--- src/rtl/hazard_unit.sv ---
// Hazard controller: EX operand forwarding, pipeline stall/flush control,
// data-memory wait FSM with timeout flag and saturating perf counters.
module hazard_unit #(
  parameter int MEM_TIMEOUT = 64,
  parameter int CNT_W       = 32
) (
  input  logic             clk,
  input  logic             reset,
  input  logic [4:0]       Rs1E,
  input  logic [4:0]       Rs2E,
  input  logic [4:0]       RdM,
  input  logic             RegWriteM,
  input  logic [4:0]       RdW,
  input  logic             RegWriteW,
  input  logic             PCSrcE,
  input  logic             DMemReqM,
  input  logic             DMemReadyM,
  output logic [1:0]       ForwardAE,
  output logic [1:0]       ForwardBE,
  output logic             StallF,
  output logic             StallD,
  output logic             StallE,
  output logic             StallM,
  output logic             StallW,
  output logic             FlushD,
  output logic             FlushE,
  output logic             MemTimeoutErr,
  output logic [CNT_W-1:0] StallCycles,
  output logic [CNT_W-1:0] FlushCount
);

  typedef enum logic {
    RUN,
    MEM_WAIT
  } state_t;

  localparam int WW = $clog2(MEM_TIMEOUT) + 1;
  localparam logic [WW-1:0] LAST = WW'(MEM_TIMEOUT - 1);

  state_t          state;
  state_t          nextState;
  logic [WW-1:0]   waitCnt;
  logic            memStall;
  logic            stallAll;
  logic            flushAll;

  // MEM beats WB; x0 is hardwired zero so it never forwards
  function automatic logic [1:0] fwdSel(
    input logic [4:0] rs,
    input logic [4:0] rdM,
    input logic       weM,
    input logic [4:0] rdW,
    input logic       weW
  );
    logic [1:0] sel;
    sel = 2'b00;
    if (weM && rdM != 5'd0 && rdM == rs)
      sel = 2'b10;
    else if (weW && rdW != 5'd0 && rdW == rs)
      sel = 2'b01;
    return sel;
  endfunction

  always_ff @(posedge clk) begin
    if (reset) state <= RUN;
    else       state <= nextState;
  end

  always_comb begin
    nextState = state;
    unique case (state)
      RUN:
        if (DMemReqM && !DMemReadyM)
          nextState = MEM_WAIT;
      MEM_WAIT:
        if (DMemReadyM)
          nextState = RUN;
      default:
        nextState = RUN;
    endcase
  end

  always_comb begin
    memStall = 1'b0;
    unique case (state)
      RUN:      memStall = DMemReqM & ~DMemReadyM;
      MEM_WAIT: memStall = ~DMemReadyM;
      default:  memStall = 1'b0;
    endcase
    stallAll  = memStall & ~reset;
    // stall wins over a branch; held EX replays PCSrcE on release
    flushAll  = reset | (PCSrcE & ~memStall);
    StallF    = stallAll;
    StallD    = stallAll;
    StallE    = stallAll;
    StallM    = stallAll;
    StallW    = stallAll;
    FlushD    = flushAll;
    FlushE    = flushAll;
    ForwardAE = 2'b00;
    ForwardBE = 2'b00;
    if (!reset) begin
      ForwardAE = fwdSel(Rs1E, RdM, RegWriteM, RdW, RegWriteW);
      ForwardBE = fwdSel(Rs2E, RdM, RegWriteM, RdW, RegWriteW);
    end
  end

  always_ff @(posedge clk) begin
    if (reset)
      waitCnt <= '0;
    else if (state == RUN)
      waitCnt <= '0;
    else if (waitCnt != '1)
      waitCnt <= waitCnt + WW'(1);
  end

  always_ff @(posedge clk) begin
    if (reset)
      MemTimeoutErr <= 1'b0;
    else if (state == MEM_WAIT && !DMemReadyM && waitCnt == LAST)
      MemTimeoutErr <= 1'b1;
  end

  always_ff @(posedge clk) begin
    if (reset)
      StallCycles <= '0;
    else if (stallAll && StallCycles != '1)
      StallCycles <= StallCycles + CNT_W'(1);
  end

  always_ff @(posedge clk) begin
    if (reset)
      FlushCount <= '0;
    else if (flushAll && FlushCount != '1)
      FlushCount <= FlushCount + CNT_W'(1);
  end

endmodule

--- config.mk ---
export PLATFORM = sky130hd
export DESIGN_NAME = hazard_unit
export DESIGN_NICKNAME = d
export VERILOG_FILES = /design/src/rtl/hazard_unit.sv
export SDC_FILE = /design/constraint.sdc
export NUM_CORES = 1
export LEC_CHECK = 0
export CAP_MARGIN = 20
export CORE_MARGIN = 3
export CORE_UTILIZATION = 45
export CTS_BUF_LIST = sky130_fd_sc_hd__clkbuf_4
export DETAILED_ROUTE_END_ITERATION = 8
export PLACE_DENSITY_LB_ADDON = 0.25
export SLEW_MARGIN = 40
export SYNTH_ARGS = -nofsm -noshare
export SYNTH_HDL_FRONTEND = slang
export SYNTH_SLANG_ARGS = --single-unit
--- constraint.sdc ---
create_clock -name clk -period 1.96 [get_ports clk]
set_input_delay 0.392 -clock clk [delete_from_list [all_inputs] [get_ports clk]]
set_output_delay 0.392 -clock clk [all_outputs]
set_load 0.02 [all_outputs]
==> flow_results.org, run 1 <==
** Setup path
- Number of buffers and inverters on the critical path :: 3
- The signal on the critical path passes through buf_8 -> or4_4 -> o211ai_1 -> buf_4 -> or4_4 -> nor4_4 -> buf_4.
- Element type at the critical path start :: input port
- R2R Setup Slk :: -0.07 ns
- Required time at the endpoint of the critical path :: 1.57 ns
- R2r startpoint :: StallCycles[27]
- Among cell families on the critical path, the largest total delay comes from simple AND/OR/NAND/NOR gates.
- Maximum fanout along the worst path :: 3
- Destination of the worst register-to-register timing path :: StallCycles[4]
- Category of the worst setup path capture point :: output port
- Slowest cell on the critical path :: sky130_fd_sc_hd__or4_4
- Depth of the worst register-to-register path :: 7
- Critical Path Start :: RdW[4]
- The critical path is of the input port to output port type.
- For this run, the slowest stage of the critical path takes 0.52 ns.
- CP Data Arrival Time :: 1.70 ns

** Die
- Chip height :: 97.1 microns
- The floorplan step defined a die boundary enclosing 9430 sq um.
- In this run the count of I/O pins placed on the die edge is 103.
- Die outline width :: 97.1 microns
- The core region is 7890 sq um.
- Number of cell rows :: 32
- For this configuration, the core starts out at a cell density of 47.3%.

** Routing
- Post-route DRC :: 0
- Wirelength per Cell :: 15.7 microns
- In this run, the number of DRC markers left after iteration 0 of detailed routing was 163.
- Vias per std cell :: 5.39
- Number of optimization iterations in the first detailed-route pass :: 4
- The detail route stage leaves a number of antenna-violating nets equal to 0.
- Met2 WL post-DR :: 5.97 mm
- Wire length reported by the detailed router :: 11.6 mm
- The routed design uses 705 microns of met3 wire.
- After detailed routing, the wire length on met1 is 4.76 mm.
- The routed layout has 3995 vias.
- The detailed router used layers up to and including met4.

** Synth
- Most frequently used flop master after synthesis :: sky130_fd_sc_hd__dfxtp_1
- Summing the sequential cell areas from Yosys gives 39.1% of the chip area.
- Post-synthesis instance area :: 3730 sq um
- Cell taking the most area after synthesis :: sky130_fd_sc_hd__dfxtp_1
- Async set or reset register ratio after synthesis :: 0%
- Yosys warning count :: 0
- Top cells by area, synth :: sky130_fd_sc_hd__dfxtp_1 39%, sky130_fd_sc_hd__xor2_1 12%, sky130_fd_sc_hd__nor2_1 7.2%
- After synthesis, the largest area contributor takes up 39.1% of total cell area.
- Syn nets :: 471
- Top-count cell post-synth :: sky130_fd_sc_hd__dfxtp_1
- Synthesis produced a netlist whose cell count is 441.
- Number of enable flip-flop cells after synthesis :: 0
- FF+latch count, synth :: 73
- Post-synthesis average cell area :: 8.47 sq um
- Ranked by instance count, the synthesized netlist is headed by 73 x sky130_fd_sc_hd__dfxtp_1, 72 x sky130_fd_sc_hd__nor2_1, 53 x sky130_fd_sc_hd__xor2_1, 34 x sky130_fd_sc_hd__nand3_1, 32 x sky130_fd_sc_hd__nand2_1.
- After synthesis, the netlist uses 49 different library cells.

** GRT
- The number of antenna violations at the first check in global routing was 0.
- Vias in the first global route :: 3930
- The first global-routing pass estimated 18.3 mm of wire.
- Summed over all layers, the global routing overflow is 0.
- Global routing consumed, over all layers together, 23.4% of the routing resources.
- Entering global routing, the biggest net connects 40 pins.

** Timing
- Based on the critical path, the design can be clocked at up to 477 MHz.
- For the pin with the worst max-slew slack, the measured transition is 0.469 ns.
- Min cycle time layout :: 2.09 ns
- Setup violations remaining at the end of the flow were counted as 17.
- In the finished design, the share of the clock period the worst path needs comes to 107%.
- Final worst slack :: -0.135 ns
- Number of pins with negative max-slew slack in the final report :: 0
- Post-route clock skew :: 0.0241 ns
- Hold Vio Cnt, Final :: 0
- Unrepaired setup endpoints after global routing :: yes
- In this run the tightest slew margin relative to its limit is 68.7%.

** CTS
- Worst-path clk slew :: 0.10 ns
- Buffer type at the clock tree root :: sky130_fd_sc_hd__clkbuf_4
- The longest clock path from root to sink contains 2 buffers.
- TritonCTS created 9 clock buffers.
- TritonCTS built the clock tree.
- Cts-stage hold buffer count :: 0
- The tree built by TritonCTS fans out to 73 sinks.
- Insertion delay to the later sink of the worst-skew pair :: 0.42 ns
- The H-tree was split into 3 levels.

** Placement
- In this run the tool buffered the top-level ports with 102 buffer cells.
- Detailed placement finished with a half-perimeter wire length of 7.88 mm.
- Weighted congestion reported at the end of routability-driven placement :: 0.911
- After detailed placement, the total cell area comes to 5490 sq um.

** Final layout
- Core Util, Final :: 76.5%
- Compared with the post-synthesis result, the final layout area differs by 61.6%.
- Antenna diode count :: 0
- Area of the multi-input gates :: 2520 sq um
- Share of cells above drive strength 1 :: 34.9%
- Filler Cell Count :: 564
- The finished cells cover 6030 sq um.
- Area of all sequential standard cells :: 1500 sq um
- For this run, the post-layout net count is 664.

** Status
- Outcome :: finished, violations left
- The final reports fail on setup timing.

** Flow run
- Number of max-cap violations :: 0

** Worst hold path
- Endpoint, Worst Hold :: MemTimeoutErr
- The worst hold path passes through 2 cells.
- The startpoint identified for the worst hold timing path is MemTimeoutErr.
- Worst min-delay path category :: register to register

** Pwr
- Maximum VDD drop :: 0.000346 V
- Total leakage power :: 0.00254 uW
- The design draws 2750 uW.
- Power per standard cell area :: 456 nW/um^2
==> state kept, by name, summed over array words and instances, names as in the netlist <==
signal and count:
state 1, StallCycles 32, MemTimeoutErr 1, waitCnt 7, FlushCount 32
==> cells by family (layout without fill, tap and decap cells) <==
kind of cell | after synthesis | in the layout | synth area share, %
adder cells (fa/ha/maj) | 3 | 3 | 1.01
AND/OR/NAND/NOR | 233 | 234 | 33.0
flip-flops | 73 | 73 | 39.1
AO/OA/AOI/OAI | 33 | 33 | 5.56
multiplexers | 1 | 1 | 0.268
buffers and inverters | 22 | 219 | 3.15
XOR/XNOR | 76 | 76 | 17.8
==> worst max-delay path by stage <==
stage                     cells past startpoint  slack (ns)         endpoint
after floorplan                               7       0.003  StallCycles[11]
after global placement                        6       -0.98     ForwardAE[0]
after detailed placement                      6       -1.02     ForwardBE[0]
after CTS                                     7       -0.24     ForwardBE[0]
after global routing                          7       -0.18     ForwardBE[0]
final                                         7       -0.13     ForwardAE[0]
==> per-layer routing <==
metal | GRT usage (%) | vias up
met2 | 40.8 | 150
met5 | 0 | -
li1 | - | 1935
met4 | 8.53 | 0
met3 | 5.24 | 20
met1 | 28.0 | 1890
==> layout by cell type (no fill, tap or decap), types with 10 or more instances in the layout <==
master | netlist | routed
sky130_fd_sc_hd__a21oi_1 | 12 | 10
sky130_fd_sc_hd__and3_1 | 11 | 10
sky130_fd_sc_hd__buf_4 | 5 | 95
sky130_fd_sc_hd__clkbuf_4 | 0 | 10
sky130_fd_sc_hd__clkdlybuf4s50_1 | 0 | 53
sky130_fd_sc_hd__dfxtp_1 | 73 | 47
sky130_fd_sc_hd__dfxtp_2 | 0 | 22
sky130_fd_sc_hd__dlymetal6s2s_1 | 0 | 16
sky130_fd_sc_hd__nand2_1 | 32 | 28
sky130_fd_sc_hd__nand3_1 | 34 | 23
sky130_fd_sc_hd__nand3_2 | 1 | 10
sky130_fd_sc_hd__nand4_1 | 21 | 21
sky130_fd_sc_hd__nor2_1 | 72 | 72
sky130_fd_sc_hd__xnor2_1 | 23 | 22
sky130_fd_sc_hd__xor2_1 | 53 | 53
==> worst register-to-register path, stage by stage (launching register included) <==
cell	delay, ns
sky130_fd_sc_hd__dfxtp_2	0.38
sky130_fd_sc_hd__nand4_4	0.11
sky130_fd_sc_hd__or3_4	0.41
sky130_fd_sc_hd__buf_6	0.14
sky130_fd_sc_hd__or4_4	0.53
sky130_fd_sc_hd__nand4_1	0.12
sky130_fd_sc_hd__xor2_1	0.17
sky130_fd_sc_hd__nor2_1	0.06
==> metrics by stage <==
step	setup WS, ns	TNS (ns)	hold WS, ns	instances
2_1_floorplan	0.00284	0	0.469	441
3_3_place_gp	-0.984	-19.59	0.452	715
3_5_place_dp	-1.02	-22.27	0.461	715
4_1_cts	-0.240	-1.06	0.488	738
5_1_grt	-0.181	-2.27	0.500	741
6_report	-0.135	-0.862	0.485	741
==> cell type report <==
cell class              count  area share, %
well taps                 102           2.11
multi-input cells         347           41.7
flip-flops and latches     73           24.9
clock inverters             6          0.974
repair buffers            199           28.7
inverters                   4          0.290
clock buffers              10           1.24
==> power breakdown <==
group / switching (uW) / internal, uW
clock network: 525 / 395
logic: 170 / 158
registers: 12.0 / 1490
==> what timing repair did <==
action | 4_1_cts | 5_1_grt
pin swaps | 38 | 39
endpoints found under the hold margin | 0 | 0
resized for setup | 124 | 101
gates cloned | 1 | 1
setup endpoints to repair | 41 | 77
buffers inserted | 7 | 2
Note: power is estimated with default switching activity, not from simulation.
==> inputs of run 2 (changes only) <==
--- a/config.mk
+++ b/config.mk
@@ -5,12 +5,13 @@
 export SDC_FILE = /design/constraint.sdc
 export NUM_CORES = 1
 export LEC_CHECK = 0
-export CAP_MARGIN = 20
+export CAP_MARGIN = 15
 export CORE_MARGIN = 3
 export CORE_UTILIZATION = 45
 export CTS_BUF_LIST = sky130_fd_sc_hd__clkbuf_4
 export DETAILED_ROUTE_END_ITERATION = 8
 export PLACE_DENSITY_LB_ADDON = 0.25
+export SETUP_SLACK_MARGIN = 0.1
 export SLEW_MARGIN = 40
 export SYNTH_ARGS = -nofsm -noshare
 export SYNTH_HDL_FRONTEND = slang
==> flow_results.org, run 2 (synthesized netlist as in run 1, its figures left out) <==
** Status
- Outcome :: finished, violations left
- The final reports fail on setup timing.

** CTS
- The root buffer cell chosen for the clock tree is sky130_fd_sc_hd__clkbuf_4.
- The number of buffers inserted for hold repair after clock tree synthesis is 0 (unchanged).
- The number of CTS-inserted buffers was 9 (unchanged).
- The deepest clock path buffer count came to 2 (unchanged).
- Insertion delay to the later sink of the worst-skew pair :: 0.40 ns (-0.02 ns)
- The number of clock sinks was 73 (unchanged).
- Worst-path clk slew :: 0.13 ns (+0.03 ns)
- Number of H-tree branching levels :: 3 (unchanged)
- CTS tree :: done

** Die
- The number of top-level design ports was 103 (unchanged).
- Initial cell density of the core :: 47.3% (unchanged)
- Number of cell rows :: 32 (unchanged)
- The core box area was 7890 sq um (unchanged).
- Area of the die :: 9430 sq um (unchanged)
- Chip height :: 97.1 microns (unchanged)
- Die outline width :: 97.1 microns (unchanged)

** Pwr
- The switching power was 730 uW (+3.2%).
- Maximum VDD drop :: 0.000284 V (-18%)
- Power per standard cell area :: 445 nW/um^2 (-2.3%)
- The clock network fraction of total power is 34.7% (+1.3 points).
- The leakage power came to 0.00268 uW (+5.6%).
- The overall power of the completed layout was 2780 uW (+1.0%).
- Proportion of total power due to net switching :: 26.3% (+0.57 points)
- The sequential fraction of design power came to 53.5% (-1.1 points).
- The cell-internal power is 2050 uW (+0.25%).
- Gate power share :: 11.8% (about the same)

** Routing
- The total iterations of the first detailed-routing run was 4 (unchanged).
- The number of routed nets with antenna violations is 0 (unchanged).
- Wirelength per Cell :: 16.0 microns (+1.9%)
- The mean number of vias per cell was 5.38 (-0.28%).
- The total number of vias is 4032 (+0.93%).
- The sum of routed wire length over all layers was 12.0 mm (+3.2%).
- The iteration-0 DRC count of the detailed router was 158 (-3.1%).
- Post-route DRC :: 0 (unchanged)

** Setup path
- Slowest cell on the critical path :: sky130_fd_sc_hd__or4_4
- STA classifies the critical path startpoint as an input port.
- The data required time at the worst endpoint was 1.57 ns (about the same).
- The setup path with the least slack is of type input port to output port.
- The worst stage delay on the critical path came to 0.50 ns (-0.02 ns).
- Category of the worst setup path capture point :: output port
- CP Data Arrival Time :: 1.74 ns (+0.04 ns)
- R2r startpoint :: StallCycles[30]
- R2R Setup Slk :: -0.10 ns (-0.03 ns)
- Walking the worst path, the cells encountered are dlygate4sd2_1 -> xor2_1 -> or4_4 -> nor4_4 -> buf_4.
- Destination of the worst register-to-register timing path :: StallCycles[5]
- Maximum fanout along the worst path :: 2 (-1)
- The number of cells traversed by the worst register-to-register path came to 7 (unchanged).

** Timing
- Min cycle time layout :: 2.13 ns (+0.0365 ns)
- The final period utilization is 109% (+1.9 points).
- Hold Vio Cnt, Final :: 0 (unchanged)
- The slew of the pin with the lowest slew margin was 0.481 ns (+0.0120 ns).
- Final worst slack :: -0.171 ns (-0.0365 ns)
- Count of endpoints failing setup in the final report :: 13 (-4)
- The clock skew after layout came to 0.0310 ns (+0.00693 ns).
- Setup TNS :: -0.775 ns (+0.0865 ns)
- Worst Hold Margin :: 0.497 ns (+0.0119 ns)
- The highest clock rate was 469 MHz (-1.7%).
- Max-Slew Margin vs Limit :: 67.9% (-0.80 points)
- Setup repair after global routing could not meet its margin everywhere.
- Number of pins with negative max-slew slack in the final report :: 0 (unchanged)

** GRT
- The number of antenna violations at the first check in global routing is 0 (unchanged).
- The number of global-route vias before repair is 3978 (+1.2%).
- The largest net degree at the start of global routing is 40 (unchanged).
- Remaining Overflow, GRT :: 0 (unchanged)
- The total track usage came to 23.4% (about the same).
- Wire length of the first global-routing pass :: 18.5 mm (+1.4%)

** Final layout
- Growth of design area from synthesis to finish :: 67.1%
- The count of filler cells inserted in the layout is 519 (-8.0%).
- Most used cells in the layout excluding fill and tap cells :: 103 x sky130_fd_sc_hd__buf_4, 69 x sky130_fd_sc_hd__nor2_1, 53 x sky130_fd_sc_hd__xor2_1, 49 x sky130_fd_sc_hd__dlygate4sd2_1
- Antenna diode count :: 0 (unchanged)
- Share of cells above drive strength 1 :: 40.9% (+6.0 points)
- The library cell used most frequently in the layout, excluding fill and tap cells, is sky130_fd_sc_hd__buf_4.
- The largest registers in the layout are FlushCount x32, StallCycles x32, waitCnt x7.
- The core utilization of the finished layout was 79.1% (+2.6 points).
- Post-layout net count :: 673 (+1.4%)

** Placement
- The number of buffer cells added on primary ports is 102 (unchanged).
- Weighted congestion reported at the end of routability-driven placement :: 0.820 (-10%)
- The placed wire-length estimate after detailed placement came to 7.74 mm (-1.9%).

** Worst hold path
- The path with the worst hold slack has its endpoint at MemTimeoutErr.
- The cell depth of the worst min-delay path came to 2 (unchanged).
- The worst hold path belongs to the class register to register.
- Hold Crit Start :: MemTimeoutErr

** Flow run
- Number of max-cap violations :: 0 (unchanged)
[run 2: changes by cell type in the layout (fill, tap and decap cells not counted), moves of 4 or more]
| cell | previous run | this run |
|---|---|---|
| sky130_fd_sc_hd__buf_6 | 9 | 13 |
| sky130_fd_sc_hd__dfxtp_2 | 22 | 30 |
| sky130_fd_sc_hd__nor3_1 | 8 | 2 |
| sky130_fd_sc_hd__dlymetal6s2s_1 | 16 | 8 |
| sky130_fd_sc_hd__clkbuf_2 | 7 | 1 |
| sky130_fd_sc_hd__dfxtp_4 | 4 | 13 |
| sky130_fd_sc_hd__dlygate4sd2_1 | 5 | 49 |
| sky130_fd_sc_hd__dfxtp_1 | 47 | 30 |
| sky130_fd_sc_hd__clkdlybuf4s50_1 | 53 | 22 |
| sky130_fd_sc_hd__nor3_2 | 1 | 5 |
| sky130_fd_sc_hd__buf_4 | 95 | 103 |
[run 2: timing repair]
item,in CTS,in global routing
resized for setup,188,93
pin swaps,55,57
gates cloned,2,1
setup endpoints to repair,104,80
buffers inserted,8,24
[run 2: critical path: cells and delay by family]
kind | cells | cell delay [ns]
xor gates and xnor gates | 1 | 0.15
buffers and inverters | 2 | 0.43
and+or+nand+nor | 2 | 0.77
[run 2: worst max-delay path by stage]
stage                            endpoint  cells past startpoint       startpoint
after CTS                    ForwardBE[0]                      6           RdM[4]
after floorplan           StallCycles[13]                      7  StallCycles[29]
after detailed placement     ForwardAE[0]                      6           RdW[2]
after global routing         ForwardBE[0]                      6        RegWriteW
after global placement       ForwardAE[0]                      6           RdW[2]
final                        ForwardBE[0]                      5          Rs2E[2]
[run 2: per-stage QoR]
stage          worst slack, ns  std cells  cell area (sq um)
2_1_floorplan           0.0489        441               3880
3_3_place_gp            -0.948        701               5450
3_5_place_dp            -0.975        701               5450
4_1_cts                 -0.247        727               5780
5_1_grt                 -0.222        750               6240
6_report                -0.171        750               6240
[run 2: layer usage]
metal | vias up | wire [microns] | GRT usage (%) | part of all wire (%)
met5 | - | 0 | 0 | 0
met4 | 0 | 218 | 7.67 | 1.8
met1 | 1926 | 4930 | 27.1 | 41
met2 | 128 | 6170 | 42.2 | 51
met3 | 25 | 665 | 5.38 | 5.5
li1 | 1953 | - | - | -
[run 2: area by class of cell]
cell class | count | area (sq um) | area share, %
Multi-Input combinational cell | 347 | 2660 | 42.6
Tap cell | 102 | 128 | 2.05
Timing Repair Buffer | 208 | 1750 | 28.0
Sequential cell | 73 | 1550 | 24.8
Clock buffer | 11 | 82.6 | 1.32
Clock inverter | 5 | 55.1 | 0.883
Inverter | 4 | 17.5 | 0.281
[run 2: power by group through the flow]
stage | Combinational (uW) | Sequential, uW | Clock, uW
after CTS | 304 | 1490 | 977
after detailed placement | 301 | 1530 | 0
after global routing | 351 | 1490 | 1050
after global placement | 290 | 1530 | 0
final | 327 | 1490 | 964
after floorplan | 125 | 1540 | 0
